<file path="config.mk">
export PLATFORM = sky130hd
export DESIGN_NAME = mem_arbiter
export DESIGN_NICKNAME = d
export VERILOG_FILES = /design/src/rtl/mem_arbiter.sv
export SDC_FILE = /design/constraint.sdc
export NUM_CORES = 1
export LEC_CHECK = 0
export ABC_AREA = 1
export CAP_MARGIN = 30
export CORE_MARGIN = 10
export CORE_UTILIZATION = 45
export CTS_CLUSTER_DIAMETER = 200
export DETAILED_ROUTE_END_ITERATION = 6
export GPL_TIMING_DRIVEN = 0
export PLACE_DENSITY = 0.83
export SYNTH_ARGS = -nofsm -noshare
export SYNTH_HDL_FRONTEND = slang
export SYNTH_SLANG_ARGS = --single-unit
</file>
<file path="constraint.sdc">
create_clock -name clk -period 4.6 [get_ports clk]
set_clock_uncertainty 0.05 [all_clocks]
set_input_delay 0.69 -clock clk [delete_from_list [all_inputs] [get_ports clk]]
set_output_delay 0.69 -clock clk [all_outputs]
set_load 0.01 [all_outputs]
</file>
<file path="src/rtl/mem_arbiter.sv">
// Shares one single-port data memory between REQ_COUNT requesters (index 0 = CPU).
// Round-robin arbitration with optional CPU priority bounded by a starvation counter.
module mem_arbiter #(
  parameter int REQ_COUNT    = 4,
  parameter int DATA_W       = 16,
  parameter int CPU_PRIO     = 1,
  parameter int STARVE_LIMIT = 4
) (
  input  logic                 clk,
  input  logic                 reset_n,
  input  logic [REQ_COUNT-1:0] req,
  input  logic [REQ_COUNT-1:0] we,
  input  logic [DATA_W-1:0]    addr  [0:REQ_COUNT-1],
  input  logic [DATA_W-1:0]    wdata [0:REQ_COUNT-1],
  output logic [REQ_COUNT-1:0] gnt,
  output logic [REQ_COUNT-1:0] ack,
  output logic [DATA_W-1:0]    rdata,
  output logic                 busy,
  output logic                 mem_read,
  output logic                 mem_write,
  output logic [DATA_W-1:0]    mem_addr,
  output logic [DATA_W-1:0]    mem_d_in,
  input  logic [DATA_W-1:0]    mem_d_out
);

  localparam int IDX_W = $clog2(REQ_COUNT);

  typedef enum logic [1:0] {
    S_IDLE    = 2'd0,
    S_ISSUE   = 2'd1,
    S_CAPTURE = 2'd2,
    S_ACK     = 2'd3
  } state_t;

  state_t              state_q, state_d;
  logic [IDX_W-1:0]    owner_q, owner_d;
  logic [IDX_W-1:0]    rr_q, rr_d;
  logic                we_q, we_d;
  logic [DATA_W-1:0]   addr_q, addr_d;
  logic [DATA_W-1:0]   wdata_q, wdata_d;
  logic [DATA_W-1:0]   rdata_q, rdata_d;
  logic [3:0]          starve_q, starve_d;

  logic                cpu_masked;
  logic                others_req;
  logic                rr_found;
  logic [IDX_W-1:0]    rr_win;
  logic [IDX_W-1:0]    winner;
  logic [IDX_W:0]      rr_idx;
  logic [REQ_COUNT-1:0] cand;

  assign cpu_masked = (CPU_PRIO != 0) && (starve_q == 4'(STARVE_LIMIT));
  assign others_req = |req[REQ_COUNT-1:1];

  // Round-robin scan starts just after the last winner; the extra index bit absorbs the wrap.
  always_comb begin : arbitrate
    cand = req;
    if (cpu_masked) cand[0] = 1'b0;
    rr_found = 1'b0;
    rr_win   = '0;
    rr_idx   = '0;
    for (int i = 1; i <= REQ_COUNT; i++) begin
      rr_idx = {1'b0, rr_q} + (IDX_W+1)'(i);
      if (rr_idx >= (IDX_W+1)'(REQ_COUNT)) rr_idx = rr_idx - (IDX_W+1)'(REQ_COUNT);
      if (!rr_found && cand[rr_idx[IDX_W-1:0]]) begin
        rr_found = 1'b1;
        rr_win   = rr_idx[IDX_W-1:0];
      end
    end
    if ((CPU_PRIO != 0) && req[0] && !cpu_masked) winner = '0;
    else if (rr_found)                             winner = rr_win;
    else                                           winner = '0;
  end

  always_ff @(posedge clk or negedge reset_n) begin : state_reg
    if (!reset_n) begin
      state_q  <= S_IDLE;
      owner_q  <= '0;
      rr_q     <= IDX_W'(REQ_COUNT-1);
      we_q     <= 1'b0;
      addr_q   <= '0;
      wdata_q  <= '0;
      rdata_q  <= '0;
      starve_q <= '0;
    end else begin
      state_q  <= state_d;
      owner_q  <= owner_d;
      rr_q     <= rr_d;
      we_q     <= we_d;
      addr_q   <= addr_d;
      wdata_q  <= wdata_d;
      rdata_q  <= rdata_d;
      starve_q <= starve_d;
    end
  end

  always_comb begin : next_state
    state_d  = state_q;
    owner_d  = owner_q;
    rr_d     = rr_q;
    we_d     = we_q;
    addr_d   = addr_q;
    wdata_d  = wdata_q;
    rdata_d  = rdata_q;
    starve_d = starve_q;
    case (state_q)
      S_IDLE: begin
        if (|req) begin
          state_d = S_ISSUE;
          owner_d = winner;
          rr_d    = winner;
          we_d    = we[winner];
          addr_d  = addr[winner];
          wdata_d = wdata[winner];
          if (CPU_PRIO != 0) begin
            if (winner == '0) begin
              if (others_req && (starve_q < 4'(STARVE_LIMIT))) starve_d = starve_q + 4'd1;
            end else begin
              starve_d = '0;
            end
          end
        end
      end
      S_ISSUE: state_d = S_CAPTURE;
      S_CAPTURE: begin
        if (!we_q) rdata_d = mem_d_out;
        state_d = S_ACK;
      end
      S_ACK:   state_d = S_IDLE;
      default: state_d = S_IDLE;
    endcase
  end

  always_comb begin : outputs
    busy      = (state_q != S_IDLE);
    mem_read  = (state_q == S_ISSUE) && !we_q;
    mem_write = (state_q == S_ISSUE) && we_q;
    mem_addr  = (state_q == S_ISSUE) ? addr_q : '0;
    mem_d_in  = ((state_q == S_ISSUE) && we_q) ? wdata_q : '0;
    rdata     = rdata_q;
  end

  genvar gi;
  generate
    for (gi = 0; gi < REQ_COUNT; gi++) begin : g_owner
      assign gnt[gi] = (state_q != S_IDLE) && (owner_q == IDX_W'(gi));
      assign ack[gi] = (state_q == S_ACK)  && (owner_q == IDX_W'(gi));
    end
  endgenerate

endmodule
</file>
# Word level (Yosys, flattened, before mapping)
# Index checks and enable logic that the tools add are counted.
word_totals:
  regBits: 59
  inputBits: 154
  output_inout_bits: 59
  elab_cells: 105
op_classes:
  addsub: 9
  order_cmp: 11
  n_eq_ne: 9
  mux: 37
  bitwise: 2
  n_reduce_logical: 29
op_table:
  columns: ["cell", "count"]
  rows:
  - ["$mux 16", 6]
  - ["$bmux 16 s2", 2]
  - ["$mux 2", 11]
  - ["$ge 3x3->1 const B", 5]
  - ["$logic_and 1x1->1", 15]
  - ["$lt 2x3->1 const B", 5]
  - ["$bmux 1 s2", 5]
  - ["$mux 1", 10]
  - ["$eq 2x2->1 const B", 4]
  - ["$mux 4", 2]
  - ["$pmux 2 s4", 1]
  - ["$sub 2x1->2 const B", 4]
  - ["$add 2x2->3 const B", 2]
  - ["$logic_not 2->1", 3]
  - ["$logic_not 1->1", 5]
  - ["$add 4x1->4 const B", 1]
  - ["$eq 2x1->1 const B", 2]
  - ["$eq 4x3->1 const B", 1]
  - ["$lt 4x3->1 const B", 1]
  - ["$reduce_and 2->1", 2]
  - ["$reduce_or 4->1", 1]
  - ["$add 2x1->3 const B", 1]
  - ["$add 2x3->3 const B", 1]
  - ["$not 2->3", 1]
  - ["6 further kinds", 6]

# Longest topological paths before layout
# Gate-level depths: netlist (run 1).
depth:
  word_depth: 21
  mapped_depth: 17
  ltp_nobuf: 15

# Least setup slack after synthesis (run 1)
# Ideal clock, no wire load.
synth_path:
  path_kind: "register to output"
  start: "register state_q[1]"
  end: "output mem_d_in[0]"
  arrival_ps: 1419
  required_ps: 3860
  path_slack_ps: 2441
  path_stages_with_launch: 7
  n_path_buf: 2
  path_cell_list: "dfrtp_1 inv_1 ha_1 clkbuf_1 nand2_1 clkbuf_1 nor2_1"
synth_via:
  elab_chain_len: 3
synth_rtl:
  columns: ["element", "line", "rtl"]
  rows:
  - ["start: declaration", "35", "state_t state_q, state_d;"]
  - ["start signal: assignment", "86", "state_q <= state_d;"]
  - ["$eq 2x1->1", "139", "mem_d_in = ((state_q == S_ISSUE) && we_q) ? wdata_q : '0;"]
  - ["$logic_and 1x1->1", "139", null]
  - ["$mux 16", "139", null]
  - ["end: declaration", "22", "output logic [DATA_W-1:0] mem_d_in,"]
# No other way between the ends.

# Worst setup path after layout (run 1)
# Ends and elaborated chain as after synthesis.

==> reports/results.env, run 1 <==
RUN_STATUS='finished, final reports clean'
TIMING.CRITICAL_PATH.FROM='state_q[1]$_DFFE_PN0P_'
CTS-BUFFERS-INSERTED=9
CLOCKROOTBUFFER='sky130_fd_sc_hd__clkbuf_8'
DIEWIDTH_UM=122
CP.ARRIVAL_NS=2.75
CRITICAL_PATH.ENDPOINT_TYPE='output port'
GRT_PASS1_WL_MM=27.0
DETAIL_ROUTE.WIRELENGTH_MM=16.8
FILLER_CELLS_INSERTED=915
POSTSYNTHAREAPERCELL_SQ_UM=6.19
CTS.SINKS=59
PLACE.GP.CONGESTION=0.916
NETS=1137
ANTENNA_LEFT=0
PORTBUFFERS=212
DIE_AREA_SQ_UM=14800
YS_TYPES=28
WORSTREG2REGEND='wdata_q[10]$_DFFE_PN0P_'
YOSYSSEQAREASHARE_PCT=31.7
DRT_ITER0_DRC=402
LAYOUT-DRIVE-GT1-SHARE_PCT=7.23
WORST_SETUP_START_KIND='register'
MAXIMUM_CLOCK_INSERTION_BUFFER_COUNT=2
ACHIEVABLE-FREQUENCY_MHz=286
POWER_PER_CELL_AREA_nW_PER_UM2=564
YOSYS.AREA.TOP_TYPE_SHARE_PCT=30.6
CRITICAL_PATH.REG2REG.STARTPOINT='rr_q[0]$_DFFE_PN1P_'
TIGHTESTPINTRANSITION_NS=0.569
REPORT.FINAL.HOLD_VIOL_COUNT=0
POST_CTS_RESIZE_COUNT=0
REG2REG_DEPTH=13
WORST_EP_REQUIRED_TIME_NS=3.86
GRTUSAGETOTAL_PCT=22.3
VERTICAL_DIE_DIMENSION_UM=122
SYNTH_TOP_CELLS_BY_AREA='sky130_fd_sc_hd__dfrtp_1, sky130_fd_sc_hd__nand2_1, sky130_fd_sc_hd__inv_1'
VIAS_PER_CELL=4.86
CTSHOLDBUFFERS=0
CRIT_PATH_MAX_FANOUT=10
ROW_COUNT=37
INITIAL_ANTENNA_VIOLATION_COUNT=0
P_SW_mW=1.91
WORST_PATH_MOST_REPEATED_CELL='sky130_fd_sc_hd__clkbuf_1'
START_UTIL_PCT=45.8
POSTSYNTHNETCOUNT=913
HOLD_PATH_CLASS='input pin to async pin'
CORE_REGION_AREA_SQ_UM=10200
AREAGROWTHSYNTHTOFINISH_PCT=53.6
CTSHTREEMAXLEVEL=3
CLKTRANSATPATHREGS_NS=0.07
POST_CTS_BUFFERS=0
SYNTH.CELL_AREA_SQ_UM=4660
NETSWITCHINGFRACTION_PCT=47.2
REG2REG_SETUP_SLACK_NS=2.07
PWR-SHARE-COMB_PCT=65.7
MIN_TCLK_POST_ROUTE_NS=3.49
POST-DP-HPWL_MM=13.7
WIRE_PER_INST_UM=15.0
CRIT_PATH_END='mem_d_in[0]'
CLK-INSERTION-DELAY-LATE_NS=0.33
FIRSTDRTPASSITERS=5
POST_SYNTH_INST_COUNT=753
SYNTHDOMINANTAREACELLTYPE='sky130_fd_sc_hd__dfrtp_1'
YS.WARNINGS.COUNT=0
CLKPWRFRAC_PCT=11.5
MAXSLEWVIOLCOUNT=0
DETAIL_ROUTE.DRC_VIOLATIONS=0
MULTI_INPUT_AREA_SQ_UM=2240
SYNTH-SEQ-CELLS=59
SEQCELLAREA_SQ_UM=1480
GRT_START_MAX_NET_PINS=41
TOTALPOWERFINAL_mW=4.04
CPMAXSTAGEDELAYCELL='sky130_fd_sc_hd__clkdlybuf4s50_1'
MAX_CAP_VIOLATIONS=0
TIMING.SLEW.HEADROOM_PCT=62.0
PLACEMENT.SETUP.WORST_SLACK_NS=1.46
TIMING.SETUP.TNS_NS=0
CRIT_PATH_MAX_INCR_DELAY_NS=0.61
TOTAL_LEAKAGE_POWER_nW=3.91
IRDROPWORSTVDD_mV=0.323
TRITONCTS_CLOCK_TREE='built'
POWER.SEQUENTIAL.FRACTION_PCT=22.8
SETUP_VIOL=0
SETUP_SLACK_NS=1.11
IOS=213
CP_CLASS='register to output port'
GRT_PASS1_VIAS=5453
FIN_CRIT_SH_PCT=76.0
INTERNAL_POWER_mW=2.13
ANTENNA_CELLS=0
WORSTPATHCELLLIST='inv_1 -> ha_1 -> clkbuf_1 -> nand2_1 -> clkbuf_1 -> nor2_1 -> clkdlybuf4s50_1'
RSZ_0062_RAISED_AFTER_GLOBAL_ROUTING='false'
GLOBAL_ROUTE.OVERFLOW_TOTAL=0
DETAILROUTE.VIA_COUNT=5437
cells in the mapped netlist:
cell type	instances
sky130_fd_sc_hd__buf_6	3
sky130_fd_sc_hd__dfrtp_1	57
sky130_fd_sc_hd__nand3b_1	1
sky130_fd_sc_hd__nor2_4	1
sky130_fd_sc_hd__inv_1	185
sky130_fd_sc_hd__buf_2	11
sky130_fd_sc_hd__ha_1	6
sky130_fd_sc_hd__nand2_1	237
sky130_fd_sc_hd__a31oi_1	1
sky130_fd_sc_hd__clkbuf_1	26
sky130_fd_sc_hd__nand3_1	70
sky130_fd_sc_hd__o21ai_2	1
sky130_fd_sc_hd__buf_1	1
sky130_fd_sc_hd__o211ai_2	1
sky130_fd_sc_hd__dfstp_2	2
sky130_fd_sc_hd__buf_4	5
sky130_fd_sc_hd__o21a_1	1
sky130_fd_sc_hd__nor2_1	27
sky130_fd_sc_hd__or2_2	1
sky130_fd_sc_hd__o21ai_0	7
sky130_fd_sc_hd__a21oi_1	3
sky130_fd_sc_hd__mux2_2	16
sky130_fd_sc_hd__nand4_1	68
sky130_fd_sc_hd__nand2_2	2
sky130_fd_sc_hd__inv_2	5
sky130_fd_sc_hd__nor3_1	10
sky130_fd_sc_hd__nand3_2	4
sky130_fd_sc_hd__nor2_2	1
placed cells by master (no fill, tap or decap), drive strengths merged, types with 2 or more instances in the layout:
cell type      count
clkbuf            36
nor2              29
nand4             68
dfrtp             57
o21ai              8
nand2            239
clkinv             5
mux2              16
clkdlybuf4s50    211
ha                 6
buf               22
dfstp              2
a21oi              3
nor3              10
nand3             74
inv              190
power groups by stage:
stage / Clock, mW / Combinational, mW / Sequential [mW]
after global placement: 0 / 2.59 / 0.911
after CTS: 0.470 / 2.66 / 0.917
after floorplan: 0 / 1.64 / 0.931
after global routing: 0.495 / 2.97 / 0.950
final: 0.466 / 2.65 / 0.921
after detailed placement: 0 / 2.65 / 0.924
state kept, by name, summed over array words and instances (netlist names):
signal	cells
rdata	16
starve_q	4
rr_q	2
owner_q	2
addr_q	16
we_q	1
wdata_q	16
state_q	2
layer usage:
layer | wire (um) | up-vias | GRT usage (%)
li1 | - | 2749 | -
met1 | 6800 | 2418 | 27.3
met2 | 8040 | 245 | 37.6
met3 | 1590 | 25 | 5.60
met4 | 325 | 0 | 7.00
met5 | 0 | - | 0
kinds of logic (layout without fill, tap and decap cells):
logic type / count (synthesis) / count (layout) / share of synthesized area (%)
muxes: 16 / 16 / 3.87
DFF: 59 / 59 / 31.7
adders and majority gates: 6 / 6 / 1.61
buffers and inverters: 236 / 465 / 20.2
AOI/OAI and AO/OA: 14 / 14 / 1.83
and+or+nand+nor: 422 / 422 / 40.8
cell type report:
class,instances,share of cell area (%)
Clock buffer,10,1.92
Inverter,190,9.96
Multi-Input combinational cell,458,31.3
Sequential cell,59,20.7
Timing Repair Buffer,213,29.8
Buffer,46,3.18
Tap cell,136,2.38
Clock inverter,6,0.769
critical path: cells and delay by family (launching register included):
| kind | cells | cell delay (ns) |
|---|---|---|
| adder cells (fa/ha/maj) | 1 | 0.14 |
| buffers and inverters | 4 | 1.37 |
| flip-flops | 1 | 0.40 |
| AND/OR/NAND/NOR | 2 | 0.51 |
metrics by stage:
step	hold slack, ns	cell area [sq um]	utilization, %	cells
3_5_place_dp	0.416	6970	68.4	1102
6_report	0.248	7160	70.3	1118
5_1_grt	0.280	7160	70.3	1118
4_1_cts	0.257	7160	70.3	1118
2_1_floorplan	0.344	4660	-	753
3_3_place_gp	0.412	6950	68.3	1101
worst min-delay path by stage:
stage                           start                     end  slack [ns]  depth (start not counted)
3_3_place_gp   wdata_q[6]$_DFFE_PN0P_  wdata_q[6]$_DFFE_PN0P_        0.41                          2
4_1_cts                       reset_n   rdata[11]$_DFFE_PN0P_        0.26                          1
6_report                      reset_n    rdata[6]$_DFFE_PN0P_        0.25                          1
3_5_place_dp   wdata_q[9]$_DFFE_PN0P_  wdata_q[9]$_DFFE_PN0P_        0.42                          2
2_1_floorplan                 reset_n   addr_q[0]$_DFFE_PN0P_        0.34                          0
5_1_grt                       reset_n   rdata[11]$_DFFE_PN0P_        0.28                          1
Note: power is estimated with default switching activity, not from simulation.
==> run 2, diff against run 1 <==
Settings changed: CORE_UTILIZATION 45 to 43, PLACE_DENSITY 0.83 to 0.8.
Clock period 4.6 ns to 3.4 ns, I/O delays scaled along.
==> run 2 against run 1 <==
Against the previous run:
- setup slack lost 0.96 ns
- critical path depth decreased by 1
- via count grew 1.7%
- power up 40%
- sequential share of layout area shrank 0.13 points
- non-clock buffer count is 1 lower
- count of clock-buffer cells in the layout rose by 2
- cell count hardly changed
- sequential cell count unchanged
- design area is 0.65% higher
- die area grew 3.9%
- clock power up 71%
==> reports/results.env, run 2 (synthesis results as in run 1) <==
TIGHTESTPINTRANSITION_NS=0.705  # +0.136 ns
CLOCKROOTBUFFER='sky130_fd_sc_hd__clkbuf_8'
CPLARGESTDELAYFAMILY='buffers and inverters'
SETUP_VIOL=0  # unchanged
INITIAL_ANTENNA_VIOLATION_COUNT=0  # unchanged
POWER_PER_CELL_AREA_nW_PER_UM2=787  # +39%
IOS=213  # unchanged
REG2REG_SETUP_SLACK_NS=0.92  # -1.15 ns
CLKTRANSATPATHREGS_NS=0.07  # about the same
CTSHTREEMAXLEVEL=3  # unchanged
ROW_COUNT=37  # unchanged
AREAGROWTHSYNTHTOFINISH_PCT=54.6
HIGHEST_COUNT_CELLS_IN_THE_LAYOUT_IGNORING_FILL_AND_TAPS='sky130_fd_sc_hd__nand2_1, sky130_fd_sc_hd__clkdlybuf4s50_1, sky130_fd_sc_hd__inv_1'
ACHIEVABLE-FREQUENCY_MHz=307
PORTBUFFERS=212  # unchanged
TIMING.SLEW.HEADROOM_PCT=53.0  # -9.1 points
CP_CLASS='register to output port'
CTSHOLDBUFFERS=0  # unchanged
POSTLAYOUTCELLAREA_SQ_UM=7210  # +0.65%
WORSTPATHCELLLIST='inv_1 -> ha_1 -> nand2_1 -> clkbuf_1 -> nor2_1 -> clkdlybuf4s50_1'
ANTENNA_CELLS=0  # unchanged
TIMING.SETUP.TNS_NS=0  # unchanged
CORE_REGION_AREA_SQ_UM=10500  # +2.7%
LAYOUT-DRIVE-GT1-SHARE_PCT=7.03  # -0.20 points
DETAIL_ROUTE.WIRELENGTH_MM=17.6  # +4.8%
GRT_START_MAX_NET_PINS=32  # -22%
DIEWIDTH_UM=124  # +1.9%
TRITONCTS_CLOCK_TREE='built'
DRT_ITER0_DRC=449  # +12%
CRIT_PATH_MAX_FANOUT=10  # unchanged
MAXSLEWVIOLCOUNT=0  # unchanged
DIE_AREA_SQ_UM=15400  # +3.9%
FIN_CRIT_SH_PCT=95.7
MIN_TCLK_POST_ROUTE_NS=3.25
DETAILROUTE.VIA_COUNT=5529  # +1.7%
CPMAXSTAGEDELAYCELL='sky130_fd_sc_hd__clkdlybuf4s50_1'
DETAIL_ROUTE.DRC_VIOLATIONS=0  # unchanged
CP.ARRIVAL_NS=2.69  # -0.06 ns
VIAS_PER_CELL=4.95  # +1.8%
CRITICAL_PATH.ENDPOINT_TYPE='output port'
CTS-BUFFERS-INSERTED=9  # unchanged
RSZ_0062_RAISED_AFTER_GLOBAL_ROUTING='false'
IRDROPWORSTVDD_mV=0.406  # +26%
POST-DP-HPWL_MM=13.9  # +1.4%
GRT_PASS1_WL_MM=27.5  # +2.0%
VERTICAL_DIE_DIMENSION_UM=124  # +1.9%
GRTUSAGETOTAL_PCT=22.3  # about the same
POST_CTS_BUFFERS=0  # unchanged
MAXIMUM_CLOCK_INSERTION_BUFFER_COUNT=2  # unchanged
GRT_PASS1_VIAS=5530  # +1.4%
WORST_EP_REQUIRED_TIME_NS=2.84  # -1.02 ns
CTS.SINKS=59  # unchanged
REPORT.FINAL.HOLD_VIOL_COUNT=0  # unchanged
PLACE.GP.CONGESTION=0.910  # -0.59%
GLOBAL_ROUTE.OVERFLOW_TOTAL=0  # unchanged
START_UTIL_PCT=44.5  # -1.2 points
BUFFER_AND_INVERTER_COUNT_ON_THE_WORST_PATH=3  # -1
MOSTFREQUENTLAYOUTCELL='sky130_fd_sc_hd__nand2_1'
HOLD_PATH_CLASS='input pin to async pin'
MAX_CAP_VIOLATIONS=0  # unchanged
TOTAL_LEAKAGE_POWER_nW=3.92  # +0.26%
NETS=1136  # -0.088%
CLK-INSERTION-DELAY-LATE_NS=0.34  # about the same
ANTENNA_LEFT=0  # unchanged
TOTALPOWERFINAL_mW=5.67  # +40%
WORST_SETUP_START_KIND='register'
WIRE_PER_INST_UM=15.7  # +4.9%
RUN_STATUS='finished, final reports clean'
FINALHOLDWORSTSLACK_NS=0.168  # -0.0792 ns
FIRSTDRTPASSITERS=5  # unchanged
POST_CTS_RESIZE_COUNT=0  # unchanged
CRIT_PATH_MAX_INCR_DELAY_NS=0.63  # +0.02 ns
POST_DP_CELL_AREA_SQ_UM=6970  # unchanged
==> run 2: changes by cell type in the layout (fill, tap and decap cells not counted), sizes merged <==
cell and change:
clkinvlp +1, bufinv +2, clkinv -5, clkbuf +1
==> run 2: final timing paths <==
| path | start | to | cells after the start |
|---|---|---|---|
| max | state_q[1]$_DFFE_PN0P_ | mem_d_in[1] | 6 |
| min | reset_n | owner_q[1]$_DFFE_PN0P_ | 1 |
| max reg2reg | starve_q[0]$_DFFE_PN0P_ | addr_q[2]$_DFFE_PN0P_ | 14 |
| min reg2reg | addr_q[13]$_DFFE_PN0P_ | addr_q[13]$_DFFE_PN0P_ | 2 |
| max in group asynchronous | reset_n | addr_q[1]$_DFFE_PN0P_ | 2 |
| min in group clk | addr_q[13]$_DFFE_PN0P_ | addr_q[13]$_DFFE_PN0P_ | 2 |
==> run 2: power by group <==
group | switching, mW | total, mW | internal, mW
logic | 2.14 | 3.62 | 1.48
registers | 0.196 | 1.25 | 1.06
clock network | 0.288 | 0.796 | 0.508
total | 2.63 | 5.67 | 3.04
==> run 2: routing by layer <==
metal / track usage (%) / share of wire [%] / routed length [um]
met5: 0 / 0 / 0
met4: 8.71 / 2.5 / 439
met3: 5.29 / 9.0 / 1590
met2: 37.8 / 48 / 8380
met1: 26.6 / 41 / 7150
==> run 2: final cells by class <==
class,instances,area (sq um)
Inverter,190,713
Sequential cell,59,1480
Buffer,45,224
Timing Repair Buffer,213,2140
Clock inverter,4,97.6
Multi-Input combinational cell,458,2240
Tap cell,136,170
Fill cell,963,3260
Clock buffer,12,145
==> run 2: per-stage QoR <==
step	setup slack, ns	util [%]	std cells
3_5_place_dp	0.360	66.6	1102
5_1_grt	0.0224	68.9	1117
6_report	0.146	68.9	1117
3_3_place_gp	-0.165	66.5	1101
2_1_floorplan	1.42	-	753
4_1_cts	0.00741	68.9	1118
==> run 2: worst register-to-register path, cell delays in order, from the launching register on <==
cell,delay [ns]
sky130_fd_sc_hd__dfrtp_1,0.40
sky130_fd_sc_hd__inv_1,0.09
sky130_fd_sc_hd__ha_1,0.14
sky130_fd_sc_hd__nand3_1,0.14
sky130_fd_sc_hd__nand3_1,0.12
sky130_fd_sc_hd__nand2_1,0.10
sky130_fd_sc_hd__nor2_1,0.12
sky130_fd_sc_hd__nand2_2,0.08
sky130_fd_sc_hd__nand3_2,0.14
sky130_fd_sc_hd__clkbuf_1,0.51
sky130_fd_sc_hd__nand4_1,0.18
sky130_fd_sc_hd__nand3_1,0.13
sky130_fd_sc_hd__nand2_1,0.06
sky130_fd_sc_hd__nand2_1,0.06
sky130_fd_sc_hd__nand2_1,0.05
